<file path="src/rtl/mem_bus_pkg.sv">
// mem_bus_pkg: shared types and constants for the core data-bus controller.
// Holds the controller state enum, the d_size encodings, the default RAM
// window width and the alignment helper.
package mem_bus_pkg;
    typedef enum logic [1:0] {ST_IDLE, ST_IO_BUSY, ST_IO_DONE} state_t;
    localparam logic [1:0] SZ_BYTE = 2'b00;
    localparam logic [1:0] SZ_HALF = 2'b01;
    localparam logic [1:0] SZ_WORD = 2'b10;
    localparam int RAM_ADDR_BITS_DEF = 12;
    // size 11 falls into the word case through the >= compare
    function automatic logic misaligned(input logic [1:0] size, input logic [1:0] off);
        return (size == SZ_HALF) ? off[0] : (size >= SZ_WORD) ? |off : 1'b0;
    endfunction
endpackage

</file>
<file path="src/rtl/mem_load_fmt.sv">
// mem_load_fmt: picks the byte/half/word lane of a 32-bit read word and extends it.
// Ports: i_data read word, i_off byte offset, i_size access size,
//        i_unsigned zero-extend when set, o_data right-aligned result.
module mem_load_fmt
    import mem_bus_pkg::*;
(
    input  logic [31:0] i_data,
    input  logic [1:0]  i_off,
    input  logic [1:0]  i_size,
    input  logic        i_unsigned,
    output logic [31:0] o_data
);
    logic [7:0]  w_byte;
    logic [15:0] w_half;
    assign w_byte = i_data[{i_off, 3'b000} +: 8];
    assign w_half = i_off[1] ? i_data[31:16] : i_data[15:0];
    assign o_data = (i_size == SZ_BYTE) ? {{24{w_byte[7] & ~i_unsigned}}, w_byte} :
                    (i_size == SZ_HALF) ? {{16{w_half[15] & ~i_unsigned}}, w_half} : i_data;
endmodule

</file>
<file path="src/rtl/mem_bus_ctrl.sv">
// mem_bus_ctrl: routes core loads/stores to a zero-wait RAM or a handshaked IO bus.
// Ports: clk/reset; d_* core request side (d_stall holds the core, d_err flags
//        misalignment or IO timeout); mem0_* combinational RAM port;
//        io_* IO request with single-cycle io_ack completion.
module mem_bus_ctrl
    import mem_bus_pkg::*;
#(
    parameter int RAM_ADDR_BITS = RAM_ADDR_BITS_DEF,
    parameter int IO_W          = 16,
    parameter int TIMEOUT       = 15
) (
    input  logic                     clk,
    input  logic                     reset,
    input  logic                     d_req,
    input  logic                     d_rw,
    input  logic [31:0]              daddr,
    input  logic [31:0]              ddata_w,
    input  logic [1:0]               d_size,
    input  logic                     d_unsigned,
    output logic [31:0]              ddata_r,
    output logic                     d_stall,
    output logic                     d_err,
    output logic                     mem0_ena,
    output logic                     mem0_rw,
    output logic [3:0]               mem0_be,
    output logic [RAM_ADDR_BITS-1:0] mem0_addr,
    output logic [31:0]              mem0_dw,
    input  logic [31:0]              mem0_dr,
    output logic                     io_req,
    output logic                     io_rw,
    output logic [31:0]              io_addr,
    output logic [IO_W-1:0]          io_dout,
    input  logic [IO_W-1:0]          io_din,
    input  logic                     io_ack
);
    localparam int CW = $clog2(TIMEOUT + 1);
    state_t          r_state, w_state_nxt;
    logic [31:0]     r_addr;
    logic            r_rw;
    logic [IO_W-1:0] r_wdata;
    logic [IO_W-1:0] r_rdata;
    logic [1:0]      r_size;
    logic            r_uns;
    logic [CW-1:0]   r_cnt;
    logic            r_err;
    logic            w_ram, w_mis, w_start, w_timeout;
    logic [3:0]      w_be;
    logic [31:0]     w_ram_ld, w_io_ld;
    assign w_ram     = (daddr >> RAM_ADDR_BITS) == 32'd0;
    assign w_mis     = misaligned(d_size, daddr[1:0]);
    assign w_be      = d_size[1] ? 4'b1111 : d_size[0] ? (daddr[1] ? 4'b1100 : 4'b0011) : 4'b0001 << daddr[1:0];
    // last IO_BUSY cycle: counter is about to reach TIMEOUT
    assign w_timeout = r_cnt == CW'(TIMEOUT - 1);
    assign mem0_addr = daddr[RAM_ADDR_BITS-1:0];
    assign mem0_dw   = d_size[1] ? ddata_w : d_size[0] ? {2{ddata_w[15:0]}} : {4{ddata_w[7:0]}};
    assign io_rw     = r_rw;
    assign io_addr   = r_addr;
    assign io_dout   = r_wdata;
    mem_load_fmt u_ram_fmt (
        .i_data     (mem0_dr),
        .i_off      (daddr[1:0]),
        .i_size     (d_size),
        .i_unsigned (d_unsigned),
        .o_data     (w_ram_ld)
    );
    // IO data always arrives in lane 0
    mem_load_fmt u_io_fmt (
        .i_data     (32'(r_rdata)),
        .i_off      (2'b00),
        .i_size     (r_size),
        .i_unsigned (r_uns),
        .o_data     (w_io_ld)
    );
    always_comb begin
        w_state_nxt = r_state;
        w_start     = 1'b0;
        d_stall     = 1'b0;
        d_err       = 1'b0;
        ddata_r     = 32'd0;
        mem0_ena    = 1'b0;
        mem0_rw     = d_rw;
        mem0_be     = 4'b0000;
        io_req      = 1'b0;
        case (r_state)
            ST_IDLE: if (d_req) begin
                if (w_mis) begin
                    d_err = 1'b1;
                end else if (w_ram) begin
                    mem0_ena = 1'b1;
                    mem0_be  = d_rw ? w_be : 4'b0000;
                    ddata_r  = d_rw ? 32'd0 : w_ram_ld;
                end else begin
                    d_stall     = 1'b1;
                    w_start     = 1'b1;
                    w_state_nxt = ST_IO_BUSY;
                end
            end
            ST_IO_BUSY: begin
                io_req  = 1'b1;
                d_stall = 1'b1;
                if (io_ack || w_timeout) w_state_nxt = ST_IO_DONE;
            end
            ST_IO_DONE: begin
                ddata_r     = w_io_ld;
                d_err       = r_err;
                w_state_nxt = ST_IDLE;
            end
            default: w_state_nxt = ST_IDLE;
        endcase
    end
    always_ff @(posedge clk) begin
        if (reset) begin
            r_state <= ST_IDLE;
            r_addr  <= '0;
            r_rw    <= 1'b0;
            r_wdata <= '0;
            r_rdata <= '0;
            r_size  <= '0;
            r_uns   <= 1'b0;
            r_cnt   <= '0;
            r_err   <= 1'b0;
        end else begin
            r_state <= w_state_nxt;
            if (w_start) begin
                r_addr  <= daddr;
                r_rw    <= d_rw;
                r_wdata <= ddata_w[IO_W-1:0];
                r_size  <= d_size;
                r_uns   <= d_unsigned;
                r_cnt   <= '0;
                r_err   <= 1'b0;
                r_rdata <= '0;
            end
            // ack wins over timeout when both land in the same cycle
            if (r_state == ST_IO_BUSY) begin
                r_cnt <= r_cnt + 1'b1;
                if (io_ack) r_rdata <= io_din;
                else if (w_timeout) r_err <= 1'b1;
            end
        end
    end
endmodule

</file>
<file path="config.mk">
export PLATFORM = sky130hd
export DESIGN_NAME = mem_bus_ctrl
export DESIGN_NICKNAME = d
export VERILOG_FILES = /design/src/rtl/mem_bus_pkg.sv /design/src/rtl/mem_load_fmt.sv /design/src/rtl/mem_bus_ctrl.sv
export SDC_FILE = /design/constraint.sdc
export NUM_CORES = 1
export LEC_CHECK = 0
export BUFFER_PORTS_ARGS = -buffer_cell sky130_fd_sc_hd__buf_2
export CORE_MARGIN = 1
export CORE_UTILIZATION = 42
export DETAILED_ROUTE_END_ITERATION = 7
export PLACE_DENSITY = 0.7
export SETUP_SLACK_MARGIN = 0.2
export SYNTH_ARGS = -nofsm -noshare
export SYNTH_HDL_FRONTEND = slang
export SYNTH_HIERARCHICAL = 1
export SYNTH_SLANG_ARGS = --single-unit
</file>
<file path="constraint.sdc">
create_clock -name clk -period 1.95 [get_ports clk]
set_input_delay 0.195 -clock clk [delete_from_list [all_inputs] [get_ports clk]]
set_output_delay 0.195 -clock clk [all_outputs]
set_load 0.01 [all_outputs]
</file>
Yosys cells after proc, flatten, opt, wreduce, memory -nomap -nowiden. Index checks and enable logic that the tools add are counted.

Bits in registers: 75. Output and inout port bits: 134.

$add $sub $neg: 1. $lt $le $gt $ge: 1. Eq/ne operators: 9. Shift operators: 2. Multiplexer cells: 49. Bitwise logic cells: 6. Reduce and logical (&&, ||, !) cells: 8.

Operators by type and width (number): 2-to-1 mux 32 bit (10); 2-to-1 mux 16 bit (4); one-hot mux 32 bit (2 select lines) (1); 2-to-1 mux 4 bit (10); zero test 32 bit (1); indexed part select 32 x 6 -> 8 bit (1); 2-to-1 mux 1 bit (17); 2-to-1 mux 2 bit (4); != test 2 bit (second input constant) (4); equality test 2 x 1 -> 1 bit (second input constant) (3); zero test 2 bit (3); adder 4 x 1 -> 4 bit (second input constant) (1); bitwise AND 1 bit (4); equality test 4 bit (second input constant) (1); one-hot mux 1 bit (2 select lines) (2); one-hot mux 2 bit (2 select lines) (1); AND reduction 4 bit (1); << shifter 1 x 2 -> 4 bit (first input constant) (1); equality test 2 bit (second input constant) (1); >= comparator 2 bit (second input constant) (1); inverter 1 bit (2); nonzero test 2 bit (1); OR reduction 2 bit (1); logical OR 1 bit (1).

Logic depth before layout (Yosys ltp).
Depth after elaboration: 10. Depth in mapped cells: 8. Gate-level depth less buffers: 6.

Modules after synthesis. Netlist, hierarchy kept.

By module, submodules not included: mem_bus_ctrl (instances 1, cells each 581, area each 4619.4 µm²); mem_load_fmt (instances 2, cells each 135, area each 1017.2 µm²).

Least setup slack after synthesis. Ideal clock, no wire load.

Kind: input to output. From: input port d_size[1]. To: output port ddata_r[0]. Arrival: 1.639 ns. Required time: 1.755 ns. Setup slack: 0.116 ns. Stages: 8. Cell sequence: clkbuf_2 > nand2b_1 > clkbuf_1 > o22ai_1 > a211oi_1 > inv_1 > or3_1 > a21oi_1.

Word-level cells in the longest chain between the ends: 8.

Ends and longest elaborated chain: start: declaration (RTL line mem_bus_ctrl.sv:18) `input logic [1:0] d_size,`; equality test 2 x 1 -> 1 bit (RTL line mem_load_fmt.sv:18) `(i_size == SZ_HALF) ? {{16{w_half[15] & ~i_unsigned}}, w_half} : i_data;`; 2-to-1 mux 32 bit (RTL line mem_load_fmt.sv:18); 2-to-1 mux 32 bit * (RTL line mem_load_fmt.sv:17) `assign o_data = (i_size == SZ_BYTE) ? {{24{w_byte[7] & ~i_unsigned}}, w_byte} :`; net w_ram_ld[0] (RTL line mem_bus_ctrl.sv:48) `logic [31:0] w_ram_ld, w_io_ld;`; 2-to-1 mux 32 bit * (RTL line mem_bus_ctrl.sv:91) `ddata_r = d_rw ? 32'd0 : w_ram_ld;`; 2-to-1 mux 32 bit * (RTL line mem_bus_ctrl.sv:88) `end else if (w_ram) begin`; 2-to-1 mux 32 bit * (RTL line mem_bus_ctrl.sv:86) `if (w_mis) begin`; 2-to-1 mux 32 bit * (RTL line mem_bus_ctrl.sv:85) `ST_IDLE: if (d_req) begin`; one-hot mux 32 bit (2 select lines) * (RTL line mem_bus_ctrl.sv:84) `case (r_state)`; end: declaration (RTL line mem_bus_ctrl.sv:20) `output logic [31:0] ddata_r,`.

The timed path passes the listed nets; every way through them passes the cells marked *.

Worst setup path after layout.
From: register r_state[0]. To: output port ddata_r[26].

Word-level cells in the longest chain between the ends: 2.

Ends and longest elaborated chain: start: declaration (RTL line mem_bus_ctrl.sv:37) `state_t r_state, w_state_nxt;`; start signal: assignment (RTL line mem_bus_ctrl.sv:123) `r_state <= w_state_nxt;`; equality test 2 bit or zero test 2 bit (tied branches) (RTL line mem_bus_ctrl.sv:84); one-hot mux 32 bit (2 select lines) * (RTL line mem_bus_ctrl.sv:84).

Every way passes the cells marked *; elsewhere a longest branch is shown, timed or not.

==> impl_metrics.toml <==
[run_status]
status = "finished, violations left"
violations = "setup timing"

[layout]
area_growth_pct = 41.0
n_antenna_cell = 0
drive_gt1_share_pct = 41.8
fillCellCount = 1453
final_core_util_pct = 61.3
nets = 1279
multi_input_area_sq_um = 5030
regArea_sq_um = 1510

[sta]
rsz0062_at_grt = "yes"
fin_ws_ps = -154
hold_violations = 0
fmax_ghz = 0.475
slew_viol_final = 0
fin_setup_tns_ps = -3300
fin_crit_ps = 2100
finClkSkew_ps = 6.64
setup_viol = 32
whs_ps = 133
period_share_pct = 108

[clock_network]
clkTransAtPathRegs_ps = 60
htreeDepth = 3
cts-root-buf = "clkbuf_16"
cts_tree = "yes"
numCtsBuffers = 9
hold_buffers = 0
cts_buffer_depth = 2
clock_latency_ps = 330
clkSinkCount = 75

[logic_synthesis]
synth_fa_ha_area_share_pct = 0.376
ys_async_sr_fraction_pct = 0
synthCells = 851
synth_xor_area_share_pct = 0
ys_seq_area_share_pct = 22.6
yosys_most_used_dff = "dfxtp_1"
synth_seq_cells = 75
muxShareOfSynthArea_pct = 17.7
yosys-top-cells-area = "dfxtp_1, nand2b_1, mux2i_1, nor2b_1, mux4_1"
netlist.top_cell.by_area = "dfxtp_1"
yosysMostFrequentCell = "nand2b_1"
ys_types = 46
synth_top_area_share_pct = 22.6
synth_edf_count = 0
synthTopCellsByCount = "nand2b_1, dfxtp_1, nand2_1, nor2b_1, mux2i_1"
synth_top_family_by_area = "simple AND/OR/NAND/NOR gates"
ys_warn_count = 6
synth_area_sq_um = 6650
avgSynthCellArea_sq_um = 7.82
synth_compound_area_share_pct = 14.1
synthSimpleGateAreaFrac_pct = 34.4

[drt]
route.detailed.drc = 0
wire_per_inst_microns = 15.6
via_per_inst = 5.09
first_iter_violations = 399
vias = 6993
wirelength_microns = 21400
first_pass_iters = 6
ant_nets = 0

[grt]
first_global_vias = 6657
grt_pass1_wl_microns = 33100
grt_max_degree = 41
antenna_found_initial = 0
grt-ovfl-total = 0
grt_usage_pct = 25.4

[floorplanning]
die-area_sq_um = 16300
die_height_microns = 128
core_sq_um = 15300
rows = 45
ios = 254
dieWidth_microns = 128
initial_utilization_pct = 43.4

[placement]
io_buffers = 253
dp_hpwl_microns = 15600
gp_congestion = 0.859

[power_and_ir_drop]
ir_drop_v = 0.000517
powerDensity_nw_per_um2 = 568
leakagePower_nw = 4.31

[setup_path]
cp_max_fo = 8
cp.arrival_ps = 1910
end_kind = "primary output"
start_kind = "register"
worstPathRequired_ps = 1750
critical_path_class = "reg2out"

[job]
drv_cap = 0

[min_path]
hold_path.class = "in2reg"
[sequential cells by signal (all words and copies together) (netlist names)]
signal and flops:
r_cnt 4, r_rdata 16, r_state 2, r_err 1, r_uns 1, io_dout 16
r_size 2, io_rw 1, io_addr 32
[critical path, stage by stage, from the launching register on]
cell and delay, ps:
dfxtp_2 330, nor3_4 190, o2111ai_4 200, buf_6 210, or3_4 330, a21oi_2 170
buf_2 150
[cells in the final DEF (no fill, tap or decap), drive strengths merged, types with 2 or more instances in the layout]
master	instances
buf	333
nand2b	108
dfxtp	75
o21ai	65
nand2	63
nor2b	62
mux2i	56
conb	56
nor2	53
a21oi	42
inv	38
or3	34
nand3	27
nor4	22
mux2	18
and3b	16
mux4	16
a211oi	16
o22ai	14
clkbuf	12
nand3b	5
bufinv	4
nor3b	3
or2	3
nand4	2
or4	2
a221oi	2
ha	2
clkinv	2
a31oi	2
nor3	2
[cell families after synthesis]
family | after synthesis
AND/OR/NAND/NOR | 402
AO/OA/AOI/OAI | 146
buffers and inverters | 135
multiplexers | 90
flip-flops | 75
adder cells (fa/ha/maj) | 2
other | 1
[final timing paths]
path | startpoint | endpoint | slack (ps) | cells after the start
max | r_state[0] | ddata_r[26] | -150 | 6
min reg2reg | io_addr[10] | io_addr[10] | 470 | 2
max reg2reg | r_state[0] | r_rdata[7] | 320 | 7
min | daddr[5] | io_addr[5] | 130 | 3
[where the power goes]
| group | total (mW) | internal (mW) | switching (mW) |
|---|---|---|---|
| sequential | 1.70 | 1.63 | 0.0691 |
| combinational | 1.60 | 0.750 | 0.849 |
| clock | 2.03 | 1.38 | 0.650 |
[timing repair]
item | in CTS | in global routing
pin swaps | 40 | 15
resized for setup | 56 | 32
endpoints found under the setup margin | 56 | 93
buffers inserted | 7 | 1
gates cloned | 5 | 2
[stage by stage]
stage                     area [sq um]  setup WS (ps)  total power, mW  cells
after floorplan                   6960            203             2.66    906
after global placement            8490           -228             3.16   1342
after detailed placement          8490           -218             3.18   1342
after CTS                         9170           -143             5.29   1370
after global routing              9390           -235             5.59   1373
final                             9390           -154             5.33   1373
[cell type report]
type,instances,share of cell area (%)
sequential,75,16.1
timing repair buffer,335,22.0
inverter,38,1.52
clock inverter,6,1.47
tap,211,2.81
multi-input combinational,698,53.6
clock buffer,10,2.44
[metal layers]
layer	part of all wire, %	global-route usage [%]	vias to the layer above
met5	0	0	-
met1	43	30.3	3265
met2	50	44.8	220
met4	2.2	9.41	0
li1	-	-	3480
met3	5.4	5.09	28
(Power assumes the default switching activity.)
